[src/rtl/tt_sweep_driver.sv]
// tt_sweep_driver: drives all eight {in1,in2,in3} rows into a 3-input gate,
// samples its output after a settle window and checks the captured truth table.
//
// Build option: define TT_SWEEP_VOTE_EN to take three samples per row and
// store the 2-of-3 majority (each row then takes SETTLE_CYCLES + 3 cycles).
//
// Ports:
//   clk              clock, all state changes on the rising edge
//   rst              asynchronous active-high reset
//   start_i          sweep request, only looked at while idle
//   expected_i       expected truth table, latched when a sweep starts
//   dut_out_i        output of the gate being driven
//   in1_o/in2_o/in3_o registered gate inputs; in1_o is the MSB of the row
//   busy_o           high from start acceptance until done_o
//   done_o           one-cycle pulse when table/match/mask are valid
//   table_o          captured table; bit 7-r holds the sample for row r
//   match_o          table_o == latched expected, held until the next done
//   mismatch_mask_o  table_o ^ latched expected, same validity as match_o
module tt_sweep_driver #(
    parameter int SETTLE_CYCLES = 4,
    parameter int CNT_W         = 8
) (
    input  logic       clk,
    input  logic       rst,
    input  logic       start_i,
    input  logic [7:0] expected_i,
    input  logic       dut_out_i,
    output logic       in1_o,
    output logic       in2_o,
    output logic       in3_o,
    output logic       busy_o,
    output logic       done_o,
    output logic [7:0] table_o,
    output logic       match_o,
    output logic [7:0] mismatch_mask_o
);
    typedef enum logic [1:0] {IDLE, SETTLE, SAMPLE, FINISH} state_t;
    state_t           state_q, state_d;
    logic [CNT_W-1:0] cnt_q, cnt_d;
    logic [2:0]       row_q, row_d;
    logic [7:0]       exp_q, exp_d, table_q, table_d, mask_q, mask_d;
    logic             match_q, match_d, busy_q, busy_d, done_q, done_d;
    logic             last_sample, sample_bit;
`ifdef TT_SWEEP_VOTE_EN
    logic [1:0]       ph_q, ph_d, vote_q, vote_d;
    // the first two samples are parked in vote_q; the third edge resolves the majority
    assign last_sample = ph_q == 2'd2;
    assign sample_bit  = (vote_q[0] & vote_q[1]) | (dut_out_i & (vote_q[0] | vote_q[1]));
`else
    assign last_sample = 1'b1;
    assign sample_bit  = dut_out_i;
`endif
    always_ff @(posedge clk or posedge rst) begin
        if (rst) begin
            state_q <= IDLE;
            cnt_q   <= '0;
            row_q   <= '0;
            exp_q   <= '0;
            table_q <= '0;
            mask_q  <= '0;
            match_q <= 1'b0;
            busy_q  <= 1'b0;
            done_q  <= 1'b0;
`ifdef TT_SWEEP_VOTE_EN
            ph_q    <= '0;
            vote_q  <= '0;
`endif
        end else begin
            state_q <= state_d;
            cnt_q   <= cnt_d;
            row_q   <= row_d;
            exp_q   <= exp_d;
            table_q <= table_d;
            mask_q  <= mask_d;
            match_q <= match_d;
            busy_q  <= busy_d;
            done_q  <= done_d;
`ifdef TT_SWEEP_VOTE_EN
            ph_q    <= ph_d;
            vote_q  <= vote_d;
`endif
        end
    end
    always_comb begin
        state_d = state_q;
        cnt_d   = cnt_q;
        row_d   = row_q;
        exp_d   = exp_q;
        table_d = table_q;
        mask_d  = mask_q;
        match_d = match_q;
        busy_d  = busy_q;
        done_d  = 1'b0;
`ifdef TT_SWEEP_VOTE_EN
        ph_d    = ph_q;
        vote_d  = vote_q;
`endif
        case (state_q)
            IDLE: begin
                if (start_i) begin
                    state_d = SETTLE;
                    row_d   = '0;
                    exp_d   = expected_i;
                    table_d = '0;
                    cnt_d   = '0;
                    busy_d  = 1'b1;
                end
            end
            SETTLE: begin
                // counter saturates at SETTLE_CYCLES so it can never wrap CNT_W
                if (cnt_q < CNT_W'(SETTLE_CYCLES)) cnt_d = cnt_q + 1'b1;
                if (cnt_q == CNT_W'(SETTLE_CYCLES - 1)) state_d = SAMPLE;
            end
            SAMPLE: begin
`ifdef TT_SWEEP_VOTE_EN
                ph_d             = ph_q + 2'd1;
                vote_d[ph_q[0]]  = dut_out_i;
`endif
                if (last_sample) begin
                    table_d[3'd7 - row_q] = sample_bit;
`ifdef TT_SWEEP_VOTE_EN
                    ph_d = '0;
`endif
                    if (row_q == 3'd7) begin
                        state_d = FINISH;
                    end else begin
                        row_d   = row_q + 3'd1;
                        cnt_d   = '0;
                        state_d = SETTLE;
                    end
                end
            end
            FINISH: begin
                match_d = table_q == exp_q;
                mask_d  = table_q ^ exp_q;
                done_d  = 1'b1;
                busy_d  = 1'b0;
                state_d = IDLE;
            end
            default: state_d = IDLE;
        endcase
    end
    assign {in1_o, in2_o, in3_o} = row_q;
    assign busy_o          = busy_q;
    assign done_o          = done_q;
    assign table_o         = table_q;
    assign match_o         = match_q;
    assign mismatch_mask_o = mask_q;
endmodule

[config.mk]
export PLATFORM = sky130hd
export DESIGN_NAME = tt_sweep_driver
export DESIGN_NICKNAME = d
export VERILOG_FILES = /design/src/rtl/tt_sweep_driver.sv
export SDC_FILE = /design/constraint.sdc
export NUM_CORES = 1
export LEC_CHECK = 0
export ABC_AREA = 0
export ABC_CLOCK_PERIOD_IN_PS = 3900
export CAP_MARGIN = 10
export CELL_PAD_IN_SITES_DETAIL_PLACEMENT = 1
export CELL_PAD_IN_SITES_GLOBAL_PLACEMENT = 2
export CORE_MARGIN = 2
export CORE_UTILIZATION = 35
export DETAILED_ROUTE_END_ITERATION = 10
export GPL_TIMING_DRIVEN = 1
export PLACE_DENSITY = 0.86
export SLEW_MARGIN = 20
export SYNTH_ARGS = -nofsm -noshare
export SYNTH_HDL_FRONTEND = slang
export SYNTH_SLANG_ARGS = --single-unit
[constraint.sdc]
create_clock -name clk -period 3.9 [get_ports clk]
set_clock_uncertainty 0.2 [all_clocks]
set_input_delay 0.585 -clock clk [delete_from_list [all_inputs] [get_ports clk]]
set_output_delay 0.585 -clock clk [all_outputs]
set_load 0.005 [all_outputs]
After elaboration in Yosys (flattened, before gate mapping)
Cells that the tools add are included.

cells by class
  add/sub/neg operators = 3
  magnitude comparators = 3
  equal/unequal tests = 10
  muxes and demuxes = 18
  bitwise logic cells = 1
  reductions and logical operators = 11

operator list
  operator                                                                number
  8-bit 2-to-1 mux                                                        3
  8-bit case mux with 3 select lines                                      1
  8-bit case mux with 2 select lines                                      1
  8-bit by 1-bit adder with 8-bit output (second input constant)          1
  8-bit bitwise mux                                                       1
  8-bit by 2-bit equality test with 1-bit output (second input constant)  1
  8-bit equality test                                                     1
  8-bit by 3-bit < comparator with 1-bit output (second input constant)   1
  2-bit != test (second input constant)                                   4
  2-bit case mux with 4 select lines                                      1
  2-bit AND reduction                                                     4
  8-bit XOR                                                               1
  2-bit 2-to-1 mux                                                        3
  3-bit 2-to-1 mux                                                        2
  3-bit case mux with 2 select lines                                      1
  2-bit equality test (second input constant)                             2
  3-bit by 4-bit < comparator with 1-bit output (second input constant)   1
  4-bit AND reduction                                                     1
  2-bit nonzero test                                                      2
  3-bit by 1-bit adder with 3-bit output (second input constant)          1
  1-bit demux with 3-bit select                                           1
  3-bit equality test (second input constant)                             1
  3-bit by 1-bit >= comparator with 1-bit output (second input constant)  1
  1-bit 2-to-1 mux                                                        3
  7 further kinds                                                         7

word-level totals
  register bits = 40
  bits of input ports = 12
  output and inout bits = 22

Longest topological paths before layout
Gate-level depths: netlist of run 1.

  word-level depth = 7
  gate-level depth with buffers = 6

Worst setup path after synthesis of run 1
OpenSTA, ideal clock, no wires.

  path kind = register to register
  from = register row_q[0]
  to = register cnt_q[0]
  setup time = 0.123 ns
  arrival time = 1.478 ns
  required time = 3.577 ns
  slack = 2.099 ns
  cell stages (with the launch flop) = 7
  path buffers = 0
  clock period less this slack = 1.801 ns
  path through = dfrtp_1 -> ha_1 -> ha_1 -> or2_2 -> a21oi_1 -> o21a_2 -> mux2i_1

between the ends
  word-level cells in the longest chain between the ends = 3

RTL lines
  item                                  RTL line  text
  start: declaration                    40        logic [2:0] row_q, row_d;
  start signal: assignment              71        row_q <= row_d;
  3-bit equality test                   124       if (row_q == 3'd7) begin
  2-bit != test (no source line)        -
  4-bit AND reduction (no source line)  -
  end signal: assignment                70        cnt_q <= cnt_d;
  end: declaration                      39        logic [CNT_W-1:0] cnt_q, cnt_d;

Every way passes these cells.
A chain may end at the register's enable or synchronous reset.

Worst setup path in the final report of run 1
  from = register row_q[2]
  to = output in1_o

RTL lines
  item              RTL line  text
  end: declaration  28        output logic in1_o,

No word-level cell between the ends.

==> metrics.yaml, run 1 <==
setup_viol: 0
die_h_um: 74.9
die_area_um2: 5610
muxShareOfSynthArea_pct: 5.69
clk_latency_ns: 0.30
ff_latch_area_um2: 1000
path_clk_slew_ns: 0.08
syn-cell-area_um2: 1760
finalHoldViolCount: 0
synthXorXnorAreaFrac_pct: 3.99
status: "completed"
fin_cells: 261
hp-class: "flip-flop to flip-flop"
critPathRequiredTime_ns: 3.12
synth_cells: 159
multi_input_area_um2: 708
dp_hpwl_mm: 2.78
gr-total-overflow: 0
async_flop_share_pct: 100
fillCellCount: 531
clock_path_buffers: 2
synth-main-ff-cell: "dfrtp_1"
yosysTopAreaCell: "dfrtp_1"
relSlewSlack_pct: 60.2
max_freq_mhz: 447
ys_types: 34
numPortBuffers: 33
h-tree-depth: 2
path_delay_family: "buffers and inverters"
io_pins: 34
ctsResizeCount: 0
synth_seq_cells: 40
synth_top_family_by_area: "simple AND/OR/NAND/NOR gates"
crit_slowest_cell: "clkdlybuf4s50_1"
post-route-min-period_ns: 2.24
area_growth_pct: 27.3
internal_power_mw: 0.560
final_nets: 208
drt_wl_total_mm: 3.75
antenna_found_initial: 0
antenna_left: 0
synth_compound_area_share_pct: 11.3
drt_iter0_drc: 44
drt-pass1-iter-count: 4
cts_root_buffer: "clkbuf_8"
cts_sinks: 40
grt_pass1_wl_mm: 6.09
cp_max_fo: 12
ys_warn_count: 0
path_cells: "clkdlybuf4s50_1"
drive_gt1_share_pct: 12.9
vias: 1249
routed_via_density: 4.79
synth_area_leaders: "dfrtp_1, mux2_2, nand2_1, o21ai_0, xnor2_1"
start_kind: "flip-flop"
endpoint_kind: "output port"
ctsHoldBuffers: 0
powerDensity_nw_per_um2: 326
power.leakage_nw: 0.985
crit_arrival_ns: 1.45
synth_top_area_share_pct: 56.9
initial_core_util_pct: 36.7
wl_per_cell_um: 14.4
yosys.area_share.simple_pct: 17.2
ys_seq_area_share_pct: 56.9
pwr-share-comb_pct: 4.6
synthAdderAreaFrac_pct: 2.14
grt_start_max_net_pins: 41
grt_pass1_vias: 1287
synth_nets: 174
slew_viol_final: 0
cp_slowest_stage_delay_ns: 0.58
ir_drop_v: 0.000131
syn_area_per_cell_um2: 11.1
synth_common_cells: "dfrtp_1, nand2_1, o21ai_0"
grt_usage_pct: 15.2
synth_most_common_cell: "dfrtp_1"
n_antenna_cell: 0
cp_num_buf_inv: 1
path_class: "flip-flop to output port"
period_share_pct: 57.4
cts_tree: "built"
power_mw: 0.730
place_congestion: 0.741
dpl.cell_count: 253
power_frac_seq_pct: 57.6
swShare_pct: 23.3
tns_ns: 0
p_clk_share_pct: 37.8
postCtsSetupRepairBufs: 0
drcViolationCount: 0
cts_buffers: 5
placementRows: 25
rsz0062_at_grt: "false"
core-area_um2: 4790
synth_edf_count: 0
p_sw_mw: 0.170
die_w_um: 74.9
maxCapViolCount: 0
worst_slew_pin_slew_ns: 0.596
## cells by family (layout without fill, tap and decap cells)
logic type | Yosys count | in the layout
multiplexers | 9 | 9
adder cells (fa/ha/maj) | 3 | 3
AND/OR/NAND/NOR | 56 | 56
buffers and inverters | 12 | 47
XOR/XNOR | 8 | 8
AO/OA/AOI/OAI | 31 | 31
flip-flops | 40 | 40
## power by group through the flow
| stage | clock network [mW] | registers [mW] | logic, mW |
|---|---|---|---|
| 2_1_floorplan | 0 | 0.428 | 0.0118 |
| 3_3_place_gp | 0 | 0.428 | 0.0332 |
| 3_5_place_dp | 0 | 0.428 | 0.0346 |
| 4_1_cts | 0.287 | 0.420 | 0.0347 |
| 5_1_grt | 0.302 | 0.421 | 0.0380 |
| 6_report | 0.276 | 0.420 | 0.0335 |
## registers in the layout, indices dropped and copies added, names as in the netlist
signal,cells
done_o,1
row_q,3
mismatch_mask_o,8
busy_o,1
match_o,1
state_q,2
cnt_q,8
table_o,8
exp_q,8
## metal layers
layer  global-route usage [%]  vias up  part of all wire, %
met5                        0        -                    0
met4                     8.93        0                  2.1
met3                     3.61        6                  4.8
met2                     24.3       27                   49
met1                     18.6      603                   44
li1                         -      613                    -
## worst paths after layout
path                                          end  slack (ns)  cells after the start                 start
max reg2reg                  cnt_q[0]$_DFFE_PP0P_        1.85                      6  row_q[1]$_DFFE_PP0P_
max in group asynchronous  state_q[0]$_DFFE_PP0P_        2.64                      3                   rst
min in group asynchronous    exp_q[4]$_DFFE_PP0P_        0.51                      3                   rst
min reg2reg                  cnt_q[0]$_DFFE_PP0P_        0.28                      1  cnt_q[0]$_DFFE_PP0P_
min                          cnt_q[0]$_DFFE_PP0P_        0.28                      1  cnt_q[0]$_DFFE_PP0P_
max                                         in1_o        1.66                      1  row_q[2]$_DFFE_PP0P_
## cell type report
type / count / area share, %
Clock buffer: 5 / 3.08
Clock inverter: 3 / 0.839
Inverter: 5 / 0.839
Multi-Input combinational cell: 107 / 31.7
Sequential cell: 40 / 44.7
Tap cell: 67 / 3.75
Timing Repair Buffer: 34 / 15.1
## per-stage QoR
stage / worst slack [ns] / hold WS, ns / utilization (%) / area (um^2)
finish: 1.66 / 0.283 / 46.7 / 2240
global route: 1.61 / 0.301 / 46.7 / 2240
CTS: 1.66 / 0.287 / 46.7 / 2240
detailed placement: 1.63 / 0.273 / 44.9 / 2150
global placement: 1.66 / 0.261 / 44.9 / 2150
floorplan: 2.10 / 0.255 / - / 1760
## cell usage in the layout, fill, tap and decap left out, drive strengths merged, types with 2 or more instances in the layout
cell type,instances
nand4,2
o21ai,18
nor3,3
nand3,6
nor3b,3
a22o,5
o31ai,2
nand3b,3
nor2,4
clkdlybuf4s50,33
inv,5
and2,5
clkinv,3
nand2,24
clkbuf,5
dfrtp,40
ha,3
nor2b,2
nand2b,2
mux2,8
xnor2,8
(Power assumes the default switching activity.)
==> run 2: changes to the inputs <==
--- a/config.mk
+++ b/config.mk
@@ -6,15 +6,15 @@
 export NUM_CORES = 1
 export LEC_CHECK = 0
 export ABC_AREA = 0
-export ABC_CLOCK_PERIOD_IN_PS = 3900
+export ABC_CLOCK_PERIOD_IN_PS = 2300
 export CAP_MARGIN = 10
 export CELL_PAD_IN_SITES_DETAIL_PLACEMENT = 1
 export CELL_PAD_IN_SITES_GLOBAL_PLACEMENT = 2
 export CORE_MARGIN = 2
-export CORE_UTILIZATION = 35
+export CORE_UTILIZATION = 32
 export DETAILED_ROUTE_END_ITERATION = 10
 export GPL_TIMING_DRIVEN = 1
-export PLACE_DENSITY = 0.86
+export PLACE_DENSITY = 0.8
 export SLEW_MARGIN = 20
 export SYNTH_ARGS = -nofsm -noshare
 export SYNTH_HDL_FRONTEND = slang
==> constraint.sdc (replaced) <==
create_clock -name clk -period 2.3 [get_ports clk]
set_clock_uncertainty 0.2 [all_clocks]
set_input_delay 0.345 -clock clk [delete_from_list [all_inputs] [get_ports clk]]
set_output_delay 0.345 -clock clk [all_outputs]
set_load 0.005 [all_outputs]
==> run 2 against run 1 <==
Compared with the run above:
- first-iteration DRC count did not move
- sequential cell count unchanged
- sequential power grew 70%
- die area up 8.9%
- combinational power rose by 70%
- hold slack worse by 0.0027 ns
- clock power is 100% higher
- utilization decreased by 3.0 points
- count of clock-buffer cells in the layout up 1
- final cell count increased by 1.9%
- critical path depth stayed put
- worst setup slack got worse by 1.3 ns
==> metrics.yaml, run 2 (same netlist as run 1, synthesis figures left out) <==
status: "completed"  # unchanged
area_growth_pct: 29.5  # was 27.3%
drt-pass1-iter-count: 4  # unchanged
routed_via_density: 4.71  # was 4.79
io_pins: 34  # unchanged
post-route-min-period_ns: 1.96
die_h_um: 78.1  # was 74.9 um
final_common_cell: "dfrtp_1"  # unchanged
placementRows: 26  # was 25
vias: 1252  # was 1249
path_class: "flip-flop to output port"  # unchanged
grt_pass1_vias: 1433  # was 1287
cp_slowest_stage_delay_ns: 0.58  # about the same
max_freq_mhz: 510
crit_slowest_cell: "clkdlybuf4s50_1"  # unchanged
fin_cells: 266  # was 261
path_delay_family: "buffers and inverters"  # unchanged
final_nets: 210  # was 208
post-route-util_pct: 43.7  # was 46.7%
cts_tree: "built"  # unchanged
clk_latency_ns: 0.29  # was 0.30 ns
dp_hpwl_mm: 2.99  # was 2.78 mm
cp_num_buf_inv: 1  # unchanged
clock_path_buffers: 2  # unchanged
period_share_pct: 85.3
grt_usage_pct: 13.9  # was 15.2%
ctsResizeCount: 0  # unchanged
cts_sinks: 40  # unchanged
drcViolationCount: 0  # unchanged
endpoint_kind: "output port"  # unchanged
relSlewSlack_pct: 59.0  # was 60.2%
setup_viol: 0  # unchanged
drt_iter0_drc: 44  # unchanged
final_cell_mix: "dfrtp_1, clkdlybuf4s50_1, nand2_1"  # unchanged
numPortBuffers: 33  # unchanged
cts_buffers: 5  # unchanged
maxCapViolCount: 0  # unchanged
die_area_um2: 6100  # was 5610 um^2
cp_max_fo: 12  # unchanged
hp-class: "input pin to async pin"  # was flip-flop to flip-flop
final_area_um2: 2280  # was 2240 um^2
drive_gt1_share_pct: 13.3  # was 12.9%
tns_ns: 0  # unchanged
dpl.cell_count: 258  # was 253
cts_root_buffer: "clkbuf_8"  # unchanged
ctsHoldBuffers: 0  # unchanged
wl_per_cell_um: 14.5  # was 14.4 um
n_antenna_cell: 0  # unchanged
worst-r2r-setup-slack_ns: 0.35  # was 1.85 ns
h-tree-depth: 2  # unchanged
reg2reg_from: "row_q[0]$_DFFE_PP0P_"  # was row_q[1]$_DFFE_PP0P_
hold_ws_ns: 0.280  # was 0.283 ns
initial_core_util_pct: 33.8  # was 36.7%
critPathRequiredTime_ns: 1.75  # was 3.12 ns
powerDensity_nw_per_um2: 581  # was 326 nW/um^2
gr-total-overflow: 0  # unchanged
core-area_um2: 5200  # was 4790 um^2
r2r-end: "cnt_q[0]$_DFFE_PP0P_"  # unchanged
die_w_um: 78.1  # was 74.9 um
drt_wl_total_mm: 3.87  # was 3.75 mm
antenna_left: 0  # unchanged
slew_viol_final: 0  # unchanged
start_kind: "flip-flop"  # unchanged
ff2ff_path_depth: 6  # unchanged
path_cells: "clkdlybuf4s50_1"  # unchanged
antenna_found_initial: 0  # unchanged
ir_drop_v: 0.000477  # was 0.000131 V
worst_slew_pin_slew_ns: 0.613  # was 0.596 ns
grt_start_max_net_pins: 41  # unchanged
postCtsSetupRepairBufs: 0  # unchanged
rsz0062_at_grt: "false"  # unchanged
power.leakage_nw: 1.00  # was 0.985 nW
place_area_um2: 2170  # was 2150 um^2
grt_pass1_wl_mm: 6.69  # was 6.09 mm
path_clk_slew_ns: 0.08  # about the same
crit_arrival_ns: 1.42  # was 1.45 ns
place_congestion: 0.726  # was 0.741
finalHoldViolCount: 0  # unchanged
==> run 2: cell types whose count changed in the layout (fill, tap and decap cells not counted) <==
cell | before | now
clkbuf_1 | 0 | 1
clkinv_4 | 1 | 0
clkinv_2 | 2 | 1
buf_4 | 1 | 3
bufinv_16 | 0 | 1
==> run 2: area by class of cell <==
cell class / count / area, um^2
clock buffers: 6 / 72.6
clock inverters: 2 / 35.0
fillers: 591 / 2930
inverters: 5 / 18.8
multi-input cells: 107 / 708
flip-flops and latches: 40 / 1000
well taps: 70 / 87.6
repair buffers: 36 / 353
==> run 2: through the flow <==
step | power [mW] | setup WS, ns
floorplan | 0.745 | 0.499
global placement | 0.783 | 0.332
detailed placement | 0.785 | 0.250
CTS | 1.35 | 0.323
global route | 1.39 | 0.250
finish | 1.32 | 0.338
==> run 2: how the worst max path moves through the flow <==
| stage | from | to | slack, ns | cells after the start |
|---|---|---|---|---|
| floorplan | row_q[0]$_DFFE_PP0P_ | cnt_q[0]$_DFFE_PP0P_ | 0.50 | 6 |
| global route | row_q[0]$_DFFE_PP0P_ | cnt_q[0]$_DFFE_PP0P_ | 0.25 | 6 |
| detailed placement | start_i | exp_q[7]$_DFFE_PP0P_ | 0.25 | 3 |
| CTS | row_q[2]$_DFFE_PP0P_ | in1_o | 0.32 | 1 |
| finish | row_q[2]$_DFFE_PP0P_ | in1_o | 0.34 | 1 |
| global placement | start_i | exp_q[1]$_DFFE_PP0P_ | 0.33 | 3 |
==> run 2: layer usage <==
| layer | GRT usage [%] | wire, um | up-vias |
|---|---|---|---|
| met5 | 0 | 0 | - |
| met4 | 3.16 | 21 | 0 |
| met3 | 3.56 | 168 | 2 |
| met2 | 25.9 | 2030 | 29 |
| met1 | 15.9 | 1650 | 606 |
| li1 | - | - | 615 |
==> run 2: report_power, final <==
group,internal (mW),switching (mW)
registers,0.707,0.00546
logic,0.0305,0.0262
clock network,0.322,0.232
